`config.mk`:
```
export PLATFORM = sky130hd
export DESIGN_NAME = uart_cmd_seq_flat
export DESIGN_NICKNAME = d
export VERILOG_FILES = /design/src/rtl/uart_cmd_seq_pkg.sv /design/src/rtl/uart_cmd_seq_if.sv /design/src/rtl/uart_cmd_seq_tmr.sv /design/src/rtl/uart_cmd_seq.sv /design/src/flat_wrapper.sv
export SDC_FILE = /design/constraint.sdc
export NUM_CORES = 1
export LEC_CHECK = 0
export BUFFER_PORTS_ARGS = -buffer_cell sky130_fd_sc_hd__buf_2
export CORE_MARGIN = 2
export CORE_UTILIZATION = 35
export CTS_CLUSTER_SIZE = 14
export DETAILED_ROUTE_END_ITERATION = 16
export PLACE_DENSITY = 0.52
export SYNTH_ARGS = -nofsm -noshare
export SYNTH_HDL_FRONTEND = slang
export SYNTH_HIERARCHICAL = 1
export SYNTH_SLANG_ARGS = --single-unit
```
`constraint.sdc`:
```
create_clock -name clk -period 7 [get_ports clk]
set_input_delay 0.35 -clock clk [delete_from_list [all_inputs] [get_ports clk]]
set_output_delay 0.35 -clock clk [all_outputs]
set_load 0.01 [all_outputs]
```
`src/rtl/uart_cmd_seq_pkg.sv`:
```
// Shared types for the UART command sequencer.
// UART_CMD_CHKSUM_EN adds a fourth checksum byte to every frame.
package uart_cmd_pkg;

  typedef enum logic [2:0] {IDLE, B1, B2, CHK, HOLD} state_t;

  typedef logic [7:0] opcode_t;

`ifdef UART_CMD_CHKSUM_EN
  localparam int FRAME_BYTES = 4;
`else
  localparam int FRAME_BYTES = 3;
`endif

  // Checksum byte is the modulo-256 sum of opcode, data_hi and data_lo.
  function automatic logic [7:0] frame_sum(input logic [7:0] b0, input logic [7:0] b1,
                                           input logic [7:0] b2);
    return b0 + b1 + b2;
  endfunction

endpackage

```
`src/rtl/uart_cmd_seq_if.sv`:
```
// Receiver-side and decoder-side signals of the UART command sequencer.
interface uart_cmd_seq_if;
  import uart_cmd_pkg::*;

  // rx byte is taken in the cycle rdy&clr_rdy is high; a frame is consumed on cmd_vld&cmd_ack.
  logic        rdy;
  logic [7:0]  rx_byte;
  logic        clr_rdy;
  logic        cmd_vld;
  logic        cmd_ack;
  opcode_t     opcode;
  logic [15:0] data;
  logic        frm_err;

  modport master (
    input  rdy, rx_byte, cmd_ack,
    output clr_rdy, cmd_vld, opcode, data, frm_err
  );

  modport slave (
    output rdy, rx_byte, cmd_ack,
    input  clr_rdy, cmd_vld, opcode, data, frm_err
  );

endinterface

```
`src/rtl/uart_cmd_seq_tmr.sv`:
```
// Inter-byte timeout counter: saturates at TO_CYCLES, flags the last cycle before expiry.
module cmd_timeout_tmr #(
    parameter int TO_CYCLES = 100000
) (
    input  logic clk,
    input  logic rst_n,
    input  logic clr,
    input  logic en,
    output logic expired
);

    localparam int CW = $clog2(TO_CYCLES + 1);
    localparam logic [CW-1:0] CNT_LAST = CW'(TO_CYCLES - 1);
    localparam logic [CW-1:0] CNT_TOP  = CW'(TO_CYCLES);

    logic [CW-1:0] cnt;

    always_ff @(posedge clk or negedge rst_n) begin
        if (!rst_n) begin
            cnt <= '0;
        end else if (clr) begin
            cnt <= '0;
        end else if (en && (cnt != CNT_TOP)) begin
            cnt <= cnt + 1'b1;
        end
    end

    assign expired = (cnt == CNT_LAST);

endmodule

```
`src/rtl/uart_cmd_seq.sv`:
```
// Assembles UART bytes into opcode/data frames and hands them to the command decoder.
// UART_CMD_CHKSUM_EN selects 4-byte frames with a trailing checksum byte.
module uart_cmd_seq
    import uart_cmd_pkg::*;
#(
    parameter int TO_CYCLES = 100000
) (
    input  logic           clk,
    input  logic           rst_n,
    uart_cmd_seq_if.master bus,
    output state_t         state_dbg
);

    state_t      state, state_nxt;
    opcode_t     op_s;
    logic [7:0]  hi_s;
`ifdef UART_CMD_CHKSUM_EN
    logic [7:0]  lo_s;
`endif
    opcode_t     opcode_r;
    logic [15:0] data_r;
    logic        cmd_vld_r, frm_err_r;
    logic        accept, in_frame, expired, timeout;
    logic        frame_done, chk_fail;

    assign in_frame = (state inside {B1, B2, CHK});
    assign accept   = bus.rdy && (state inside {IDLE, B1, B2, CHK});
    assign timeout  = in_frame && expired && !accept;

    cmd_timeout_tmr #(.TO_CYCLES(TO_CYCLES)) u_tmr (
        .clk     (clk),
        .rst_n   (rst_n),
        .clr     (accept || timeout || !in_frame),
        .en      (in_frame),
        .expired (expired)
    );

    always_ff @(posedge clk or negedge rst_n) begin
        if (!rst_n) state <= IDLE;
        else        state <= state_nxt;
    end

    always_comb begin
        state_nxt  = state;
        frame_done = 1'b0;
        chk_fail   = 1'b0;
        case (state)
            IDLE: if (accept) state_nxt = B1;
            B1: begin
                if (accept)       state_nxt = B2;
                else if (timeout) state_nxt = IDLE;
            end
            B2: begin
                if (accept) begin
`ifdef UART_CMD_CHKSUM_EN
                    state_nxt  = CHK;
`else
                    state_nxt  = HOLD;
                    frame_done = 1'b1;
`endif
                end else if (timeout) begin
                    state_nxt = IDLE;
                end
            end
`ifdef UART_CMD_CHKSUM_EN
            CHK: begin
                if (accept) begin
                    if (bus.rx_byte == frame_sum(op_s, hi_s, lo_s)) begin
                        state_nxt  = HOLD;
                        frame_done = 1'b1;
                    end else begin
                        state_nxt = IDLE;
                        chk_fail  = 1'b1;
                    end
                end else if (timeout) begin
                    state_nxt = IDLE;
                end
            end
`else
            CHK: state_nxt = IDLE;
`endif
            HOLD: if (bus.cmd_ack) state_nxt = IDLE;
            default: state_nxt = IDLE;
        endcase
    end

    // Partial bytes live in shadow registers so a timed-out frame never disturbs opcode/data.
    always_ff @(posedge clk or negedge rst_n) begin
        if (!rst_n) begin
            op_s      <= '0;
            hi_s      <= '0;
`ifdef UART_CMD_CHKSUM_EN
            lo_s      <= '0;
`endif
            opcode_r  <= '0;
            data_r    <= '0;
            cmd_vld_r <= 1'b0;
            frm_err_r <= 1'b0;
        end else begin
            cmd_vld_r <= (state_nxt == HOLD);
            frm_err_r <= timeout || chk_fail;
            if (accept) begin
                case (state)
                    IDLE: op_s <= bus.rx_byte;
                    B1:   hi_s <= bus.rx_byte;
`ifdef UART_CMD_CHKSUM_EN
                    B2:   lo_s <= bus.rx_byte;
`endif
                    default: ;
                endcase
            end
            if (frame_done) begin
                opcode_r <= op_s;
`ifdef UART_CMD_CHKSUM_EN
                data_r   <= {hi_s, lo_s};
`else
                data_r   <= {hi_s, bus.rx_byte};
`endif
            end
        end
    end

    assign bus.clr_rdy = accept;
    assign bus.cmd_vld = cmd_vld_r;
    assign bus.opcode  = opcode_r;
    assign bus.data    = data_r;
    assign bus.frm_err = frm_err_r;
    assign state_dbg   = state;

endmodule

```
`src/flat_wrapper.sv`:
```
// flat-port wrapper written by rule: the top's interface ports become plain ports
module uart_cmd_seq_flat import uart_cmd_pkg::*;
#(
    parameter int TO_CYCLES = 100000
)
  (clk, rst_n, state_dbg, bus_rdy, bus_rx_byte, bus_cmd_ack, bus_clr_rdy, bus_cmd_vld, bus_opcode, bus_data, bus_frm_err);
  uart_cmd_seq_if bus_i ();
  input  logic clk;
  input  logic rst_n;
  output state_t state_dbg;
  input wire logic [$bits(bus_i.rdy)-1:0] bus_rdy;
  input wire logic [$bits(bus_i.rx_byte)-1:0] bus_rx_byte;
  input wire logic [$bits(bus_i.cmd_ack)-1:0] bus_cmd_ack;
  output wire logic [$bits(bus_i.clr_rdy)-1:0] bus_clr_rdy;
  output wire logic [$bits(bus_i.cmd_vld)-1:0] bus_cmd_vld;
  output wire logic [$bits(bus_i.opcode)-1:0] bus_opcode;
  output wire logic [$bits(bus_i.data)-1:0] bus_data;
  output wire logic [$bits(bus_i.frm_err)-1:0] bus_frm_err;
  assign bus_i.rdy = bus_rdy;
  assign bus_i.rx_byte = bus_rx_byte;
  assign bus_i.cmd_ack = bus_cmd_ack;
  assign bus_clr_rdy = bus_i.clr_rdy;
  assign bus_cmd_vld = bus_i.cmd_vld;
  assign bus_opcode = bus_i.opcode;
  assign bus_data = bus_i.data;
  assign bus_frm_err = bus_i.frm_err;
  uart_cmd_seq #(.TO_CYCLES(TO_CYCLES)) u_core (.clk(clk), .rst_n(rst_n), .bus(bus_i), .state_dbg(state_dbg));
endmodule
```
==> summary.txt, run 1 <==
Outcome
  • Status: finished clean

Setup path
  • CP bufs+invs: 0
  • Crit path max-delay cell type: or4_1
  • Crit. End Element: flip-flop
  • Crit Path Max Fanout: 21
  • Crit start category: flip-flop
  • Slowest cell delay on critical path: 640 ps
  • Worst endpoint data arrival time: 3010 ps
  • WS Path Type: flip-flop to flip-flop
  • Worst path cell trace: nor4b_1 > nand2_1 > nor4_1 > or4_1 > nand2b_1 > a21oi_1 > a31o_2
  • CP delay by family, top: simple AND/OR/NAND/NOR gates
  • Data required, critical path: 7220 ps

Die
  • # IOs: 42
  • Core area: 0.00773 sq mm
  • DIE HEIGHT: 93.1 um
  • Die Area: 0.00868 sq mm
  • Row Count: 32
  • Initial core utilization: 0.360
  • Die X: 93.1 um

GRT
  • Initial antenna violation count: 0
  • Grt total ovfl: 0
  • Gr usage total: 0.131
  • First-pass GRT wire length: 8850 um
  • Largest net degree at the start of global routing: 63
  • Vias in the first global route: 1740

Layout
  • Storage cell area: 0.00155 sq mm
  • Fin nets: 270
  • Layout cells sized above 1: 0.452
  • Fill count: 731
  • Area of the multi-input gates: 0.00116 sq mm
  • Final instance area: 0.00330 sq mm
  • Layout area overhead: 18.5%
  • # diodes: 0

Synthesis
  • Proportion of netlist area held by the largest area contributor: 0.558
  • Avg Cell Area, Syn: 13.1 sq um
  • Largest family of logic cells by synthesized area: multiplexers
  • Post-Syn Nets: 227
  • Number of flops mapped to enable cells by yosys: 0
  • Mux cell area share after synthesis: 0.175
  • Syn Std Cell Area: 0.00278 sq mm
  • Compound-gate portion of the synthesized area: 0.0256
  • Area contributors post-synth: dfrtp_1, mux2_2, xnor2_1
  • Cells after Synth: 213
  • Synth Flop Type: dfrtp_1
  • Top-count cell post-synth: dfrtp_1
  • Adder-cell share of the synthesized area: 0.00900
  • Post-synth top cells: dfrtp_1, mux2_2, nor2_1
  • Flop and latch count out of synthesis: 62
  • Synth async-reset ratio: 1.00
  • Xor-xnor portion of the synthesized cell area: 0.0283
  • Post-synth top area cell: dfrtp_1
  • Synth Area in Simple Gates: 0.170
  • Register area share after synthesis: 0.558
  • YS warnings: 6
  • Post-synth cell types: 39

CTS
  • CTS tree: done
  • H-tree depth: 3
  • CTS Sinks: 62
  • Hold buffer count at cts: 0
  • Post-CTS Resized: 0
  • CTS max path bufs: 2
  • CTS root buffer: clkbuf_8
  • CTS buffer count: 9
  • Worst-path clk slew: 70 ps
  • Worst skew pair latency: 330 ps
  • Post-CTS repair timing setup buffer count: 0

Route
  • Post-route ant nets: 0
  • DRC violations left: 0
  • Vias per Instance: 4.84
  • Detailed Routing Iterations Pass 1: 4
  • Drt total wl: 5150 um
  • Drt wl/cell: 14.2 um
  • Drt initial violations: 66
  • DR vias: 1756

Run
  • Max Cap Viol: 0

Timing
  • Fin crit share: 0.398
  • Setup Total Neg Slack: 0 ps
  • Fin. max-slew vios: 0
  • Setup Viol. Count Final: 0
  • Fin crit period: 2790 ps
  • Clock Skew: 6.37 ps
  • Slew @ Worst Pin: 787 ps
  • RSZ-0062 raised after global routing: false
  • FMAX: 0.359 GHz
  • Setup WS post-layout: 4210 ps
  • Fin. Hold Viols: 0
  • Rel. slew slack: 0.475

Min path
  • HP Class: input port to async pin

Pwr
  • Max IR drop VDD: 0.177 mV
  • Leakage Power: 0.00145 uW
  • Power per cell area: 391 mW/mm^2

Placed design
  • Placed Area: 0.00308 sq mm
  • Dpl hpwl: 3280 um
  • GPL Wtd Cong: 0.733
  • Post-Place Worst Slack: 4240 ps
  • I/O Buffers: 41
[report_power, final]
part           leakage, uW  internal [uW]  switching (uW)  total, uW
registers         0.000783            487            81.5        568
logic             0.000563            205             173        378
clock network     0.000106            200             141        341
[logic make-up after synthesis]
logic type	Yosys count
flops	62
fa+ha+maj	2
xor+xnor	9
buf+inv	17
mux	43
simple gates	67
compound gates	13
[metrics by stage]
| step | util | total power (uW) | hold WS (ps) | std cells |
|---|---|---|---|---|
| global route | 0.426 | 1380 | 256 | 363 |
| finish | 0.426 | 1290 | 181 | 363 |
| CTS | 0.426 | 1310 | 206 | 363 |
| global placement | 0.399 | 953 | 484 | 347 |
| floorplan | - | 823 | 54.4 | 213 |
| detailed placement | 0.399 | 961 | 489 | 347 |
[worst register-to-register path: cells and delay by family, from the launching register on]
| family | cells | cell delay, ps |
|---|---|---|
| simple gates | 5 | 1970 |
| compound gates | 2 | 260 |
| flops | 1 | 450 |
[final timing paths]
kind / endpoint / from / depth (start not counted) / slack [ps]
worst max register to register: u_core/u_tmr/cnt[13] / u_core/u_tmr/cnt[6] / 7 / 4210
min in group clk: u_core/hi_s[4] / bus_rx_byte[4] / 2 / 280
max in group asynchronous: u_core/bus.opcode[0] / rst_n / 2 / 6300
worst min-delay path: u_core/u_tmr/cnt[1] / rst_n / 2 / 180
worst min register to register: u_core/bus.data[10] / u_core/hi_s[2] / 1 / 500
worst max-delay path: u_core/u_tmr/cnt[13] / u_core/u_tmr/cnt[6] / 7 / 4210
[final cells by class]
type	count	share of cell area
clock buffer	10	0.0387
clock inverter	6	0.0262
inverter	5	0.00569
multi-input combinational	134	0.351
sequential	62	0.471
tap	102	0.0387
timing repair buffer	44	0.0691
[sequential cells by signal, indices dropped and copies added, names as in the netlist]
signal,count
u_core/u_tmr/cnt,17
u_core/bus.data,16
u_core/bus.opcode,8
u_core/hi_s,8
u_core/op_s,8
u_core/state_dbg,3
u_core/bus.cmd_vld,1
u_core/bus.frm_err,1
[layout by cell type (no fill, tap or decap), drive strengths merged]
master | Yosys | routed
nand3b | 2 | 2
nor4b | 4 | 4
clkinv | 0 | 3
nand4 | 4 | 4
bufinv | 0 | 2
clkinvlp | 0 | 1
or4 | 1 | 1
nor3 | 4 | 4
xnor2 | 7 | 7
mux2 | 43 | 43
or4b | 1 | 1
and4 | 1 | 1
nor2 | 15 | 15
nand4b | 1 | 1
and3 | 1 | 1
or3b | 2 | 2
nand2 | 6 | 6
nand3 | 8 | 8
nor4 | 5 | 5
nand2b | 2 | 2
a211oi | 1 | 1
nor2b | 4 | 4
a31o | 1 | 1
ha | 2 | 2
or3 | 2 | 2
nor4bb | 3 | 3
and4b | 1 | 1
xor2 | 2 | 2
o21ai | 3 | 3
inv | 5 | 5
clkbuf | 4 | 10
dfrtp | 62 | 62
a21oi | 8 | 8
buf | 8 | 44
[metal layers]
| layer | global-route usage | vias up | part of all wire |
|---|---|---|---|
| met5 | 0 | - | 0 |
| met4 | 0.0404 | 0 | 0.0031 |
| met3 | 0.0500 | 2 | 0.062 |
| met2 | 0.193 | 39 | 0.46 |
| met1 | 0.180 | 872 | 0.48 |
| li1 | - | 843 | - |
Note: power is estimated with default switching activity, not from simulation.
==> run 2: changes to the inputs <==
- ABC_AREA: not set -> 1
- PLACE_DENSITY: 0.52 -> 0.54
- clock period: 7 -> 2.5 ns (I/O delays scaled with it)
==> summary.txt, run 2 <==
Die
  • Die X: 99.2 um
  • Core area: 0.00876 sq mm
  • Initial core utilization: 0.362
  • Row Count: 34
  • # IOs: 42
  • DIE HEIGHT: 99.2 um
  • Die Area: 0.00984 sq mm

GRT
  • Gr usage total: 0.149
  • Largest net degree at the start of global routing: 51
  • Initial antenna violation count: 0
  • First-pass GRT wire length: 11600 um
  • Grt total ovfl: 0
  • Vias in the first global route: 2493

CTS
  • Post-CTS Resized: 0
  • CTS tree: done
  • H-tree depth: 3
  • CTS max path bufs: 2
  • CTS buffer count: 9
  • Worst skew pair latency: 340 ps
  • Worst-path clk slew: 70 ps
  • CTS root buffer: clkbuf_8
  • CTS Sinks: 62

Synthesis
  • Flop and latch count out of synthesis: 62
  • Register area share after synthesis: 0.489
  • Post-synth top area cell: dfrtp_1
  • Avg Cell Area, Syn: 8.39 sq um
  • YS warnings: 6
  • Proportion of netlist area held by the largest area contributor: 0.489
  • Post-Syn Nets: 392
  • Synth Flop Type: dfrtp_1
  • Top-count cell post-synth: nand2_1
  • Area contributors post-synth: dfrtp_1, nand2_1, o21ai_2
  • Cells after Synth: 378
  • Synth async-reset ratio: 1.00
  • Syn Std Cell Area: 0.00317 sq mm
  • Post-synth cell types: 25
  • Number of flops mapped to enable cells by yosys: 0
  • Post-synth top cells: nand2_1, dfrtp_1, inv_1

Pwr
  • Net Switching: 1440 uW
  • Power per cell area: 1020 mW/mm^2
  • Internal: 2310 uW
  • Comb power frac: 0.370
  • Leakage Power: 0.00182 uW
  • Switch share: 0.384
  • Register share of total power: 0.404
  • Clk pwr share: 0.226
  • Max IR drop VDD: 0.655 mV

Timing
  • Setup Total Neg Slack: 0 ps
  • Fin. max-slew vios: 0
  • FMAX: 0.494 GHz
  • Setup Viol. Count Final: 0
  • Slew @ Worst Pin: 684 ps
  • Fin crit share: 0.809
  • Clock Skew: 12.9 ps
  • Rel. slew slack: 0.544
  • Fin crit period: 2020 ps
  • Setup WS post-layout: 477 ps
  • RSZ-0062 raised after global routing: false
  • Fin. Hold Viols: 0

Placed design
  • Post-Place Worst Slack: 477 ps
  • GPL Wtd Cong: 0.893
  • I/O Buffers: 41
  • Dpl hpwl: 4890 um

Layout
  • Max FFs per register: 17
  • # diodes: 0
  • Layout area overhead: 15.6%
  • Layout cells sized above 1: 0.255
  • Commonest cells after routing, fill and taps aside: nand2_1, dfrtp_1, inv_1
  • Top reg by flops: u_core/u_tmr/cnt
  • Fin nets: 441
  • Commonest non-fill, non-tap cell in the layout: nand2_1

Setup path
  • WS Path Type: flip-flop to flip-flop
  • Crit. End Element: flip-flop
  • Most frequent CP cell: nand2_1
  • Crit Path Max Fanout: 17
  • Crit start category: flip-flop
  • Worst endpoint data arrival time: 2240 ps
  • Slowest cell delay on critical path: 370 ps
  • Worst path cell trace: ha_1 > nand2_1 > inv_1 > nand2_1 > nor3_1 > nand2_1 > nand3_1 > inv_2 > nand2_4 > clkinv_4 > nand2_1 > nand2_1
  • CP delay by family, top: simple AND/OR/NAND/NOR gates
  • CP bufs+invs: 3
  • Crit path max-delay cell type: dfrtp_1
  • Data required, critical path: 2720 ps

Route
  • DRC violations left: 0
  • Vias per Instance: 4.75
  • Detailed Routing Iterations Pass 1: 4
  • DR vias: 2559
  • Post-route ant nets: 0
  • Drt initial violations: 157
  • Drt wl/cell: 12.5 um
  • Drt total wl: 6730 um

Outcome
  • Status: finished clean

Run
  • Max Cap Viol: 0

Min path
  • HP Class: input port to flip-flop
[run 2: power groups by stage]
stage | combinational [uW] | sequential (uW) | clock (uW)
floorplan | 931 | 1610 | 0
global placement | 1380 | 1530 | 0
detailed placement | 1400 | 1540 | 0
CTS | 1420 | 1520 | 888
global route | 1570 | 1560 | 933
finish | 1390 | 1520 | 849
[run 2: what timing repair did]
item,CTS,global route
hold buffers,3,0
endpoints found under the hold margin,21,0
setup buffers,0,0
[run 2: cells by family after synthesis]
logic type / synth area share
and+or+nand+nor: 0.285
buffers and inverters: 0.0955
DFF: 0.489
AOI/OAI and AO/OA: 0.117
xor gates and xnor gates: 0.00553
adders and majority gates: 0.00789
[run 2: path summary, 6_finish.rpt]
kind	startpoint	to	cells after the start	slack, ps
max reg2reg	u_core/u_tmr/cnt[1]	u_core/u_tmr/cnt[9]	12	480
min	bus_rx_byte[6]	u_core/hi_s[6]	3	20
min reg2reg	u_core/bus.data[10]	u_core/bus.data[10]	2	480
max	u_core/u_tmr/cnt[1]	u_core/u_tmr/cnt[9]	12	480
max in group asynchronous	rst_n	u_core/op_s[5]	3	1570
min in group asynchronous	rst_n	u_core/bus.cmd_vld	2	250
[run 2: layout make-up]
| cell class | instances | area (sq um) |
|---|---|---|
| repair buffers | 47 | 258 |
| flip-flops and latches | 62 | 1550 |
| fillers | 897 | 5100 |
| clock buffers | 12 | 145 |
| inverters | 56 | 215 |
| clock inverters | 3 | 45.0 |
| multi-input cells | 251 | 1320 |
| well taps | 108 | 135 |
[run 2: tightest hold or removal path, delay by kind of cell]
family | cells | cell delay, ps
compound gates | 1 | 60
simple gates | 1 | 40
buf+inv | 1 | 90
[run 2: metal layers]
layer / global-route usage / part of all wire
met5: 0 / 0
met4: 0.0759 / 0.027
met3: 0.0443 / 0.043
met2: 0.227 / 0.46
met1: 0.193 / 0.47
[run 2: per-stage QoR]
| step | utilization | hold WS (ps) | total power [uW] | std cells | instance area [sq um] |
|---|---|---|---|---|---|
| floorplan | - | -171 | 2540 | 378 | 3170 |
| global placement | 0.393 | 88.4 | 2920 | 521 | 3450 |
| detailed placement | 0.393 | 89.9 | 2940 | 521 | 3450 |
| CTS | 0.418 | 0.371 | 3820 | 539 | 3670 |
| global route | 0.418 | 13.9 | 4070 | 539 | 3670 |
| finish | 0.418 | 21.3 | 3760 | 539 | 3670 |
